[src/rtl/noc_pkg.sv]
`default_nettype none
// ============================================================================
//  Module      : noc_pkg
//  Description : Shared NoC definitions for the XY mesh router: flit width,
//                destination-coordinate field layout, router port identifiers
//                and the packed flit structure.
//  Revision    : 1.0 - initial release
// ============================================================================
package noc_pkg;

    localparam int DATA_WIDTH = 32;
    localparam int COORD_W    = 2;

    // Destination coordinate fields sit at the top of every flit.
    localparam int DEST_X_LSB = DATA_WIDTH - COORD_W;        // bits [31:30]
    localparam int DEST_Y_LSB = DATA_WIDTH - (2 * COORD_W);  // bits [29:28]
    localparam int PAYLOAD_W  = DATA_WIDTH - (2 * COORD_W);  // bits [27:0]

    typedef enum logic [2:0] {
        LOCAL = 3'd0,
        NORTH = 3'd1,
        SOUTH = 3'd2,
        EAST  = 3'd3,
        WEST  = 3'd4
    } port_e;

    typedef struct packed {
        logic [COORD_W-1:0]   x;
        logic [COORD_W-1:0]   y;
        logic [PAYLOAD_W-1:0] payload;
    } flit_t;

endpackage : noc_pkg
`default_nettype wire

[src/rtl/rr_arbiter_core.sv]
`default_nettype none
// ============================================================================
//  Module      : rr_arbiter_core
//  Description : Purely combinational round-robin grant selection. Searches
//                the request vector starting one position after the last
//                winner and wrapping modulo N_PORTS.
//  Ports       : req         in  [N_PORTS-1:0]  request vector
//                last        in  [IDX_W-1:0]    index of the previous winner
//                grant       out [N_PORTS-1:0]  onehot0 grant
//                grant_idx   out [IDX_W-1:0]    index of granted requester
//                grant_valid out 1              some requester was granted
//  Revision    : 1.0 - initial release
// ============================================================================
module rr_arbiter_core
    import noc_pkg::*;
#(
    parameter int N_PORTS = 5,
    parameter int IDX_W   = (N_PORTS > 1) ? $clog2(N_PORTS) : 1
) (
    input  logic [N_PORTS-1:0] req,
    input  logic [IDX_W-1:0]   last,
    output logic [N_PORTS-1:0] grant,
    output logic [IDX_W-1:0]   grant_idx,
    output logic               grant_valid
);

    // One extra bit so last + offset (at most 2*N_PORTS-1) cannot overflow
    // before the single conditional subtraction that performs the modulo.
    localparam logic [IDX_W:0] N_WIDE = (IDX_W + 1)'(N_PORTS);

    logic [IDX_W:0]   sum;
    logic [IDX_W-1:0] cand;

    always_comb begin
        grant       = '0;
        grant_idx   = '0;
        grant_valid = 1'b0;
        sum         = '0;
        cand        = '0;
        for (int off = 1; off <= N_PORTS; off++) begin
            sum = {1'b0, last} + (IDX_W + 1)'(off);
            if (sum >= N_WIDE) begin
                sum = sum - N_WIDE;
            end
            cand = sum[IDX_W-1:0];
            // First hit in search order wins; later hits are ignored.
            if (!grant_valid && req[cand]) begin
                grant_valid = 1'b1;
                grant_idx   = cand;
                grant[cand] = 1'b1;
            end
        end
    end

endmodule : rr_arbiter_core
`default_nettype wire

[src/rtl/xy_output_arbiter.sv]
`default_nettype none
// ============================================================================
//  Module      : xy_output_arbiter
//  Description : Output-port arbiter for an XY mesh router. Grants one of
//                N_PORTS single-flit requesters per cycle in round-robin
//                order and registers the winning flit onto the output.
//  Ports       : clk_i    in  1                       clock, rising edge
//                arstn_i  in  1                       async active-low reset
//                data_i   in  [DATA_WIDTH-1:0] x N    flit per requester
//                valid_i  in  [N_PORTS-1:0]           requester offers flit
//                ready_o  out [N_PORTS-1:0]           flit accepted this cycle
//                data_o   out [DATA_WIDTH-1:0]        registered output flit
//                valid_o  out 1                       data_o valid
//                ready_i  in  1                       downstream accepts
//  Revision    : 1.0 - initial release
// ============================================================================
module xy_output_arbiter
    import noc_pkg::*;
#(
    parameter int DATA_WIDTH = noc_pkg::DATA_WIDTH,
    parameter int N_PORTS    = 5
) (
    input  logic                  clk_i,
    input  logic                  arstn_i,
    input  logic [DATA_WIDTH-1:0] data_i [N_PORTS],
    input  logic [N_PORTS-1:0]    valid_i,
    output logic [N_PORTS-1:0]    ready_o,
    output logic [DATA_WIDTH-1:0] data_o,
    output logic                  valid_o,
    input  logic                  ready_i
);

    localparam int               IDX_W     = (N_PORTS > 1) ? $clog2(N_PORTS) : 1;
    localparam logic [IDX_W-1:0] LAST_INIT = IDX_W'(N_PORTS - 1);

    logic [IDX_W-1:0]   last_q;
    logic [N_PORTS-1:0] grant;
    logic [IDX_W-1:0]   grant_idx;
    logic               grant_valid;
    logic               can_load;
    logic               transfer;

    rr_arbiter_core #(
        .N_PORTS (N_PORTS),
        .IDX_W   (IDX_W)
    ) u_core (
        .req         (valid_i),
        .last        (last_q),
        .grant       (grant),
        .grant_idx   (grant_idx),
        .grant_valid (grant_valid)
    );

    // The output register can take a new flit when it is empty or is being
    // drained by the downstream in this same cycle (no bubble on reload).
    assign can_load = !valid_o || ready_i;
    assign transfer = can_load && grant_valid;

    // While reset is asserted the output register reads as empty, so
    // can_load alone would still advertise readiness; qualify with the reset
    // so no requester believes its flit was taken during reset.
    assign ready_o = (can_load && arstn_i) ? grant : '0;

    always_ff @(posedge clk_i or negedge arstn_i) begin
        if (!arstn_i) begin
            data_o  <= '0;
            valid_o <= 1'b0;
            last_q  <= LAST_INIT;
        end else if (transfer) begin
            data_o  <= data_i[grant_idx];
            valid_o <= 1'b1;
            last_q  <= grant_idx;
        end else if (valid_o && ready_i) begin
            valid_o <= 1'b0;
        end
    end

`ifndef SYNTHESIS
    a_ready_onehot0 : assert property (@(posedge clk_i) disable iff (!arstn_i)
        $onehot0(ready_o));

    a_hold_stable : assert property (@(posedge clk_i) disable iff (!arstn_i)
        (valid_o && !ready_i) |=> (valid_o && $stable(data_o)));
`endif

endmodule : xy_output_arbiter
`default_nettype wire

[config.mk]
export PLATFORM = sky130hd
export DESIGN_NAME = xy_output_arbiter
export DESIGN_NICKNAME = d
export VERILOG_FILES = /design/src/rtl/noc_pkg.sv /design/src/rtl/rr_arbiter_core.sv /design/src/rtl/xy_output_arbiter.sv
export SDC_FILE = /design/constraint.sdc
export NUM_CORES = 1
export LEC_CHECK = 0
export CORE_ASPECT_RATIO = 1.2
export CORE_MARGIN = 1.5
export CORE_UTILIZATION = 34
export CTS_CLUSTER_SIZE = 14
export DETAILED_ROUTE_END_ITERATION = 8
export PLACE_DENSITY_LB_ADDON = 0.2
export SYNTH_ARGS = -nofsm -noshare
export SYNTH_HDL_FRONTEND = slang
export SYNTH_SLANG_ARGS = --single-unit
[constraint.sdc]
create_clock -name clk_i -period 4.2 [get_ports clk_i]
set_input_delay 0.42 -clock clk_i [delete_from_list [all_inputs] [get_ports clk_i]]
set_output_delay 0.42 -clock clk_i [all_outputs]
set_load 0.01 [all_outputs]
==> Yosys cells after proc, flatten, opt, wreduce, memory -nomap -nowiden <==
Cells that the tools add are included.
{ "word_totals": {"ff_bits": 36, "in_bits": 168, "out_inout_bits": 38} }
{ "classes": {"mux": 46, "reduce_logical": 19, "n_lt_le_gt_ge": 16, "n_bitwise": 5, "addsub": 10} }
{ "op_table": {"columns": ["operator", "count"], "rows": [
  ["32-bit binary-select mux with 3-bit select", 1],
  ["32-bit two-way mux", 2],
  ["3-bit two-way mux", 10],
  ["5-bit two-way mux", 6],
  ["4-bit by 3-bit >= comparator with 1-bit output (second input constant)", 5],
  ["3-bit by 4-bit less-than comparator with 1-bit output (second input constant)", 5],
  ["5-bit bitwise OR", 4],
  ["1-bit two-way mux", 17],
  ["1-bit binary-select mux with 3-bit select", 5],
  ["1-bit demux with 3-bit select", 5],
  ["3-bit by 1-bit >= comparator with 1-bit output (second input constant)", 5],
  ["3-bit subtractor (second input constant)", 5],
  ["1-bit logical AND", 12],
  ["3-bit by 2-bit adder with 4-bit output (second input constant)", 2],
  ["3-bit by 3-bit adder with 4-bit output (second input constant)", 2],
  ["1-bit logical NOT", 5],
  ["3-bit by 1-bit adder with 4-bit output (second input constant)", 1],
  ["4-bit >= comparator (second input constant)", 1],
  ["3-bit NOT with 4-bit output", 1],
  ["2-bit nonzero test", 1],
  ["1-bit logical OR", 1]
]} }

==> Depth between registers and ports, before layout <==
Gate-level depths: netlist (run 1).
{ "logic_depth": {"word_depth": 22, "ltp_mapped": 19, "depth_no_buf": 12} }

==> By module <==
A second synthesis (run 1) with hierarchy kept.
{ "hier_totals": {"cells_unflattened": 354, "area_unflattened_um2": 3796.1} }
{ "modules_own_cells": {"columns": ["module", "cells_each", "instances", "area_each_um2", "seq_area_each_um2"], "rows": [
  ["xy_output_arbiter", 173, 1, 2565.0, 902.1],
  ["rr_arbiter_core", 181, 1, 1231.2, 0.0]
]} }

==> Worst setup path after synthesis (run 1) <==
No wires, ideal clock.
{ "synth_timing": {"path_kind": "register -> register", "startpoint": "register last_q[0]", "endpoint": "register data_o[16]", "slack_ps": 115, "t_arrival_ps": 3951, "path_stages_with_launch": 18, "cell_sequence": "dfrtp_1 inv_2 buf_2 buf_1 ha_1 inv_1 fa_1 a21oi_4 mux2_2 a21o_1 and3_1 clkbuf_1 a311o_1 clkbuf_1 buf_1 o211a_1 o211ai_1 o211ai_1"} }
{ "synth_via": {"elab_chain_len": 22, "elab_cells_between_ends": 53, "classes_between": "10 x add/sub; 5 x order compare; 28 x mux; 1 x bitwise; 9 x reduce/logical"} }
{ "synth_rtl": {"columns": ["item", "line_no", "rtl"], "rows": [
  ["start: declaration", "xy_output_arbiter.sv:36", "logic [IDX_W-1:0] last_q;"],
  ["start signal: assignment", "xy_output_arbiter.sv:72", "last_q <= grant_idx;"],
  ["3-bit by 1-bit adder with 4-bit output", "rr_arbiter_core.sv:41", "sum = {1'b0, last} + (IDX_W + 1)'(off);"],
  ["4-bit by 3-bit >= comparator with 1-bit output / 3-bit subtractor (equally long branches)", "rr_arbiter_core.sv:42, rr_arbiter_core.sv:43", null],
  ["3-bit two-way mux", "rr_arbiter_core.sv:42", "if (sum >= N_WIDE) begin"],
  ["1-bit binary-select mux with 3-bit select", "rr_arbiter_core.sv:47", "if (!grant_valid && req[cand]) begin"],
  ["1-bit two-way mux (implied by the code)", "rr_arbiter_core.sv:47", null],
  ["1-bit two-way mux", "rr_arbiter_core.sv:47", null],
  ["1-bit logical NOT", "rr_arbiter_core.sv:47", null],
  ["1-bit logical AND", "rr_arbiter_core.sv:47", null],
  ["[5 not listed]", null, null],
  ["1-bit logical AND", "rr_arbiter_core.sv:47", null],
  ["1-bit two-way mux", "rr_arbiter_core.sv:47", null],
  ["1-bit logical NOT", "rr_arbiter_core.sv:47", null],
  ["1-bit logical AND", "rr_arbiter_core.sv:47", null],
  ["3-bit two-way mux", "rr_arbiter_core.sv:47", null],
  ["3-bit NOT with 4-bit output (implied by the code)", "xy_output_arbiter.sv:70", "data_o <= data_i[grant_idx];"],
  ["32-bit binary-select mux with 3-bit select", "xy_output_arbiter.sv:70", null],
  ["32-bit two-way mux (implied by the code) (2 in series)", "xy_output_arbiter.sv:70", null],
  ["end signal: assignment", "xy_output_arbiter.sv:70", null],
  ["end: declaration", "xy_output_arbiter.sv:28", "output logic [DATA_WIDTH-1:0] data_o,"]
]} }
Parallel ways exist; a longest one is shown, timed or not. The select of a mux whose other input is x is not followed.
A chain may end at the register's enable or synchronous reset.

==> Final worst setup path (run 1) <==
{ "layout_timing": {"startpoint": "register last_q[1]", "endpoint": "register data_o[4]"} }
Same word-level chain as after synthesis.

==> metrics.cfg, run 1 <==
[grt]
antenna_found_initial=0
grt_pass1_wl_um=32500
overflow=0
grt_usage_pct=27.1
first_global_vias=6184
grt_max_degree=37

[place]
dp.final_hpwl_um=15800
dpl_cell_area_sq_um=7270
gp_congestion=0.931
io_buffer_count=205

[timing]
period_share_pct=93.9
tightest_slew_ps=1040
relSlewSlack_pct=30.7
min_period_ps=3950
setup_viol=0
max_freq_mhz=253
report.final.slew_viol_count=0
skew_ps=8.62
hold_viol=0
rsz0062_at_grt=false

[clock_network]
cts_buffer_depth=2
clock_sinks=36
clkTransAtPathRegs_ps=70
clk_latency_ps=290
cts_root_buf=clkbuf_16
tritoncts=built
cts_max_level=2
cts-buffers-inserted=5

[floorplanning]
core-area_sq_um=13800
die_w_um=111
die-area_sq_um=14800
die_y_um=133
fp-row-count=47
ios=206
initial_core_util_pct=34.7

[yosys]
synthCells=584
synth_edf_count=0
yosysSeqAreaShare_pct=18.9
synth_area_sq_um=4770
synthArstFlopShare_pct=100
syn-num-nets=763
ys_types=80
synth_area_leaders=dfrtp_1, mux2i_1, o211ai_1, a211oi_1, o211a_1
synthFlopType=dfrtp_1
yosys_warnings=0
yosys.area.top_type=dfrtp_1
synth_top_area_share_pct=18.4
ys_seq_elements=36
synth_area_per_cell_sq_um=8.17

[worst_setup_path]
r2r-start=last_q[1]
cp-start-kind=flip-flop
crit_type=flip-flop to flip-flop
end_kind=flip-flop
reg2reg_to=data_o[4]
cp_data_arrival_time_ps=4140
crit_fanout=21
r2r_setup_slack_ps=250
reg2regPathDepth=14
worst-endpoint-required_ps=4400

[routing]
wl_um=20400
vias_per_cell=6.04
avgRoutedWirePerCell_um=20.9
drtIter0Drc=345
drtPass1Iterations=6
drt.antenna.violating_nets=0
num_vias=5901
drcViolationCount=0

[layout]
drive_gt1_share_pct=17.5
fin_area_sq_um=7650
syn_to_final_growth_pct=60.3
nNetsFinal=984
antenna_cells=0

[status]
status=completed

[min_path]
hold_path.class=input port to asynchronous set/reset pin

[job]
maxCapViolCount=0

## per-layer routing
| metal | global-route usage (%) | share of wire [%] | vias to the layer above |
|---|---|---|---|
| met5 | 0 | 0 | - |
| met4 | 8.51 | 2.9 | 0 |
| met3 | 3.94 | 4.8 | 41 |
| met2 | 49.7 | 52 | 245 |
| met1 | 32.5 | 40 | 2856 |
| li1 | - | - | 2759 |
## flip-flops by register name, indices dropped and copies added, names as in the netlist
register  flops
data_o       32
last_q        3
valid_o       1
## cell type report
| cell class | count | area, sq um |
|---|---|---|
| multi-input combinational | 443 | 3560 |
| inverter | 43 | 165 |
| fill | 1296 | 6110 |
| tap | 171 | 214 |
| sequential | 36 | 903 |
| timing repair buffer | 276 | 2660 |
| clock buffer | 5 | 125 |
| clock inverter | 3 | 18.8 |
## worst max-delay path by stage
| stage | to | start | cells past startpoint | slack, ps |
|---|---|---|---|---|
| 2_1_floorplan | data_o[16] | last_q[0] | 17 | 110 |
| 3_3_place_gp | ready_o[3] | last_q[2] | 13 | 130 |
| 3_5_place_dp | ready_o[3] | last_q[2] | 13 | 130 |
| 4_1_cts | ready_o[3] | last_q[0] | 13 | -30 |
| 5_1_grt | data_o[4] | last_q[1] | 14 | 40 |
| 6_report | data_o[4] | last_q[1] | 14 | 250 |
## kinds of logic after synthesis
group	Yosys count	synth area share, %
AOI/OAI and AO/OA	245	42.3
xor gates and xnor gates	7	1.29
adders and majority gates	11	3.04
buffers and inverters	106	9.60
DFF	36	18.9
muxes	43	9.18
and+or+nand+nor	136	15.7
## cell usage in the layout (no fill, tap or decap), types with 4 or more instances in the layout
cell | synthesis | routed
o21ai_0 | 8 | 8
clkdlybuf4s50_1 | 0 | 199
and3_1 | 5 | 5
clkbuf_16 | 0 | 5
a31oi_1 | 7 | 7
inv_1 | 41 | 40
a211oi_2 | 10 | 11
o31ai_1 | 21 | 21
a21o_1 | 4 | 4
a21oi_1 | 9 | 8
nand3_1 | 11 | 10
ha_1 | 10 | 6
a211oi_1 | 35 | 34
buf_12 | 0 | 5
a22oi_1 | 21 | 21
mux2i_1 | 39 | 39
nor2_1 | 12 | 11
nor4_1 | 20 | 18
xnor2_1 | 7 | 7
o211ai_1 | 37 | 37
o22ai_1 | 14 | 14
o211a_1 | 19 | 19
buf_4 | 3 | 65
o21a_1 | 5 | 5
dlymetal6s2s_1 | 0 | 5
nand2b_1 | 7 | 7
a41oi_1 | 19 | 18
dfrtp_1 | 35 | 34
nand2_1 | 28 | 27
nor3_1 | 25 | 25
## critical path: stages (launching register included)
cell and delay [ps]:
dfrtp_1 380, buf_6 180, ha_1 180, buf_4 220
nor2b_4 90, o21a_1 190, a221oi_2 340, o211a_1 250
or3_1 220, buf_4 290, o311a_1 350, a21o_1 540
nand2_1 190, buf_12 200, o211ai_1 190
## cells in the mapped netlist (5+ instances only)
| cell | number |
|---|---|
| o21a_1 | 5 |
| nor4_1 | 20 |
| nand3_1 | 11 |
| buf_1 | 5 |
| dfrtp_1 | 35 |
| a21oi_1 | 9 |
| ha_1 | 10 |
| o31ai_1 | 21 |
| o211a_1 | 19 |
| nand2_1 | 28 |
| buf_2 | 24 |
| a41oi_1 | 19 |
| o21ai_0 | 8 |
| inv_1 | 41 |
| a211oi_1 | 35 |
| nor3_1 | 25 |
| o211ai_1 | 37 |
| a22oi_1 | 21 |
| a211oi_2 | 10 |
| clkbuf_1 | 28 |
| and3_1 | 5 |
| nand2b_1 | 7 |
| nor2_1 | 12 |
| mux2i_1 | 39 |
| a31oi_1 | 7 |
| o22ai_1 | 14 |
| nor2b_1 | 6 |
| xnor2_1 | 7 |
## repair_timing
item,in CTS,in global routing
gates resized for setup,17,23
buffers inserted,6,2
pin swaps,3,2
setup endpoints to repair,5,26
hold buffers,0,0
gates cloned,1,0
## stage by stage
stage / hold WS, ps / setup TNS [ps] / worst slack (ps) / util, % / instances
6_report: 297 / 0 / 254 / 55.6 / 977
5_1_grt: 341 / 0 / 43.1 / 55.6 / 977
4_1_cts: 326 / -25.3 / -25.3 / 54.8 / 975
3_5_place_dp: 538 / 0 / 131 / 52.8 / 960
3_3_place_gp: 538 / 0 / 128 / 52.8 / 960
2_1_floorplan: 124 / 0 / 115 / - / 584
Power of run 1 is left out: the tool's default activity adds up to more than one toggle a clock period on the data nets, which glitch-free logic cannot reach.
==> run 2: changes to the inputs <==
Settings changed: REMOVE_ABC_BUFFERS from default to 1.
==> metrics.cfg, run 2 (synthesis gave the netlist of run 1 again) <==
[status]
status=completed

[routing]
drt.antenna.violating_nets=0  ; unchanged
avgRoutedWirePerCell_um=21.8  ; +4.1%
num_vias=5822  ; -1.3%
drcViolationCount=0  ; unchanged
wl_um=21100  ; +3.5%
vias_per_cell=6.00  ; -0.73%
drtPass1Iterations=5  ; -1
drtIter0Drc=373  ; +8.1%

[clock_network]
tritoncts=built
clock_sinks=36  ; unchanged
cts_root_buf=clkbuf_16
cts-buffers-inserted=5  ; unchanged
cts_buffer_depth=2  ; unchanged
cts_hold_buf=0  ; unchanged
clkTransAtPathRegs_ps=60  ; about the same
cts_max_level=2  ; unchanged
clk_latency_ps=280  ; about the same

[worst_setup_path]
crit_fanout=10  ; -52%
reg2regPathDepth=15  ; +1
r2r-start=last_q[1]
end_kind=output port
cp_data_arrival_time_ps=3630  ; -510 ps
r2r_setup_slack_ps=260  ; about the same
cp-start-kind=flip-flop
crit_type=flip-flop to output port
reg2reg_to=data_o[6]
worst-endpoint-required_ps=3780  ; -620 ps

[layout]
largest-register=data_o
reg_top3=data_o: 32 flops, last_q: 3 flops, valid_o: 1 flops
drive_gt1_share_pct=15.6  ; -1.9 points
largest_register_ffs=32  ; unchanged
nNetsFinal=978  ; -0.61%
final_common_cell=clkdlybuf4s50_1
syn_to_final_growth_pct=57.6
final_cell_mix=clkdlybuf4s50_1, buf_4, inv_1
antenna_cells=0  ; unchanged

[place]
gp_congestion=0.933  ; +0.23%
dp.final_hpwl_um=16500  ; +4.6%
io_buffer_count=205  ; unchanged

[timing]
max_freq_mhz=247  ; -2.6%
setup_viol=0  ; unchanged
period_share_pct=96.5  ; +2.5 points
skew_ps=4.99  ; -3.63 ps
hold_viol=0  ; unchanged
fin_tns_setup_ps=0  ; unchanged
tightest_slew_ps=1120  ; +84.2 ps
min_period_ps=4050  ; +107 ps
relSlewSlack_pct=25.1  ; -5.6 points
report.final.slew_viol_count=0  ; unchanged
rsz0062_at_grt=false

[grt]
overflow=0  ; unchanged
grt_max_degree=37  ; unchanged
grt_pass1_wl_um=32500  ; -0.19%
antenna_found_initial=0  ; unchanged
first_global_vias=5902  ; -4.6%
grt_usage_pct=27.6  ; +0.46 points

[floorplanning]
core-area_sq_um=13800  ; unchanged
fp-row-count=47  ; unchanged
die_y_um=133  ; unchanged
ios=206  ; unchanged
die_w_um=111  ; unchanged
initial_core_util_pct=34.7  ; unchanged
die-area_sq_um=14800  ; unchanged

[job]
maxCapViolCount=0  ; unchanged

[min_path]
hold_path.class=input port to asynchronous set/reset pin

[run 2: cell types whose count changed in the layout (fill, tap and decap cells not counted), sizes merged]
| cell | change |
|---|---|
| bufinv | +1 |
| dlygate4sd2 | +4 |
| buf | -6 |
| dlymetal6s2s | -4 |
| clkinv | -2 |
| clkbuf | +1 |
[run 2: cell type report]
class	instances	area [sq um]
fill	1310	6250
clock buffer	6	129
inverter	43	161
tap	171	214
sequential	36	902
timing repair buffer	270	2560
multi-input combinational	443	3510
clock inverter	2	35.0
[run 2: what timing repair did]
item	CTS	global route
endpoints found under the setup margin	5	3
pin swaps	1	0
resized for setup	13	9
setup buffers	2	0
endpoints found under the hold margin	0	0
gates cloned	1	0
[run 2: worst max-delay path, cell delays in order, from the launching register on]
cell	delay (ps)
dfrtp_1	350
buf_4	200
ha_2	230
inv_1	90
fa_2	410
a21oi_4	200
mux2_2	370
a21o_1	210
nand3_1	150
buf_4	200
nor4b_1	70
buf_4	140
a221oi_1	300
a31oi_1	130
dlygate4sd2_1	310
[run 2: metrics by stage]
| step | utilization, % | instances | area (sq um) | setup WS, ps | hold slack [ps] |
|---|---|---|---|---|---|
| finish | 54.6 | 971 | 7510 | 147 | 236 |
| global route | 54.6 | 971 | 7510 | 10.9 | 272 |
| CTS | 54.3 | 971 | 7470 | 99.4 | 266 |
| detailed placement | 52.7 | 960 | 7250 | 75.1 | 536 |
| global placement | 52.7 | 960 | 7250 | 135 | 524 |
| floorplan | - | 521 | 4470 | -2120 | 124 |
[run 2: layer usage]
| layer | vias to the layer above | global-route usage [%] | wire, um |
|---|---|---|---|
| li1 | 2750 | - | - |
| met1 | 2816 | 32.6 | 8440 |
| met2 | 210 | 50.0 | 10900 |
| met3 | 46 | 3.02 | 903 |
| met4 | 0 | 12.4 | 911 |
| met5 | - | 0 | 0 |
[run 2: how the worst max path moves through the flow]
stage / depth (start not counted) / from / end
finish: 14 / last_q[1] / ready_o[2]
global route: 14 / last_q[1] / ready_o[2]
CTS: 13 / last_q[1] / ready_o[4]
global placement: 14 / last_q[1] / ready_o[2]
floorplan: 11 / last_q[0] / data_o[18]
detailed placement: 14 / last_q[1] / data_o[20]
Power of run 2 is left out for the same reason.
==> run 3: changes to the inputs <==
Settings changed: TNS_END_PERCENT from default to 10.
==> results of run 3 <==
No change in the layout: final DEF, timing and power equal those of run 2.
Power of run 3 is left out for the same reason.
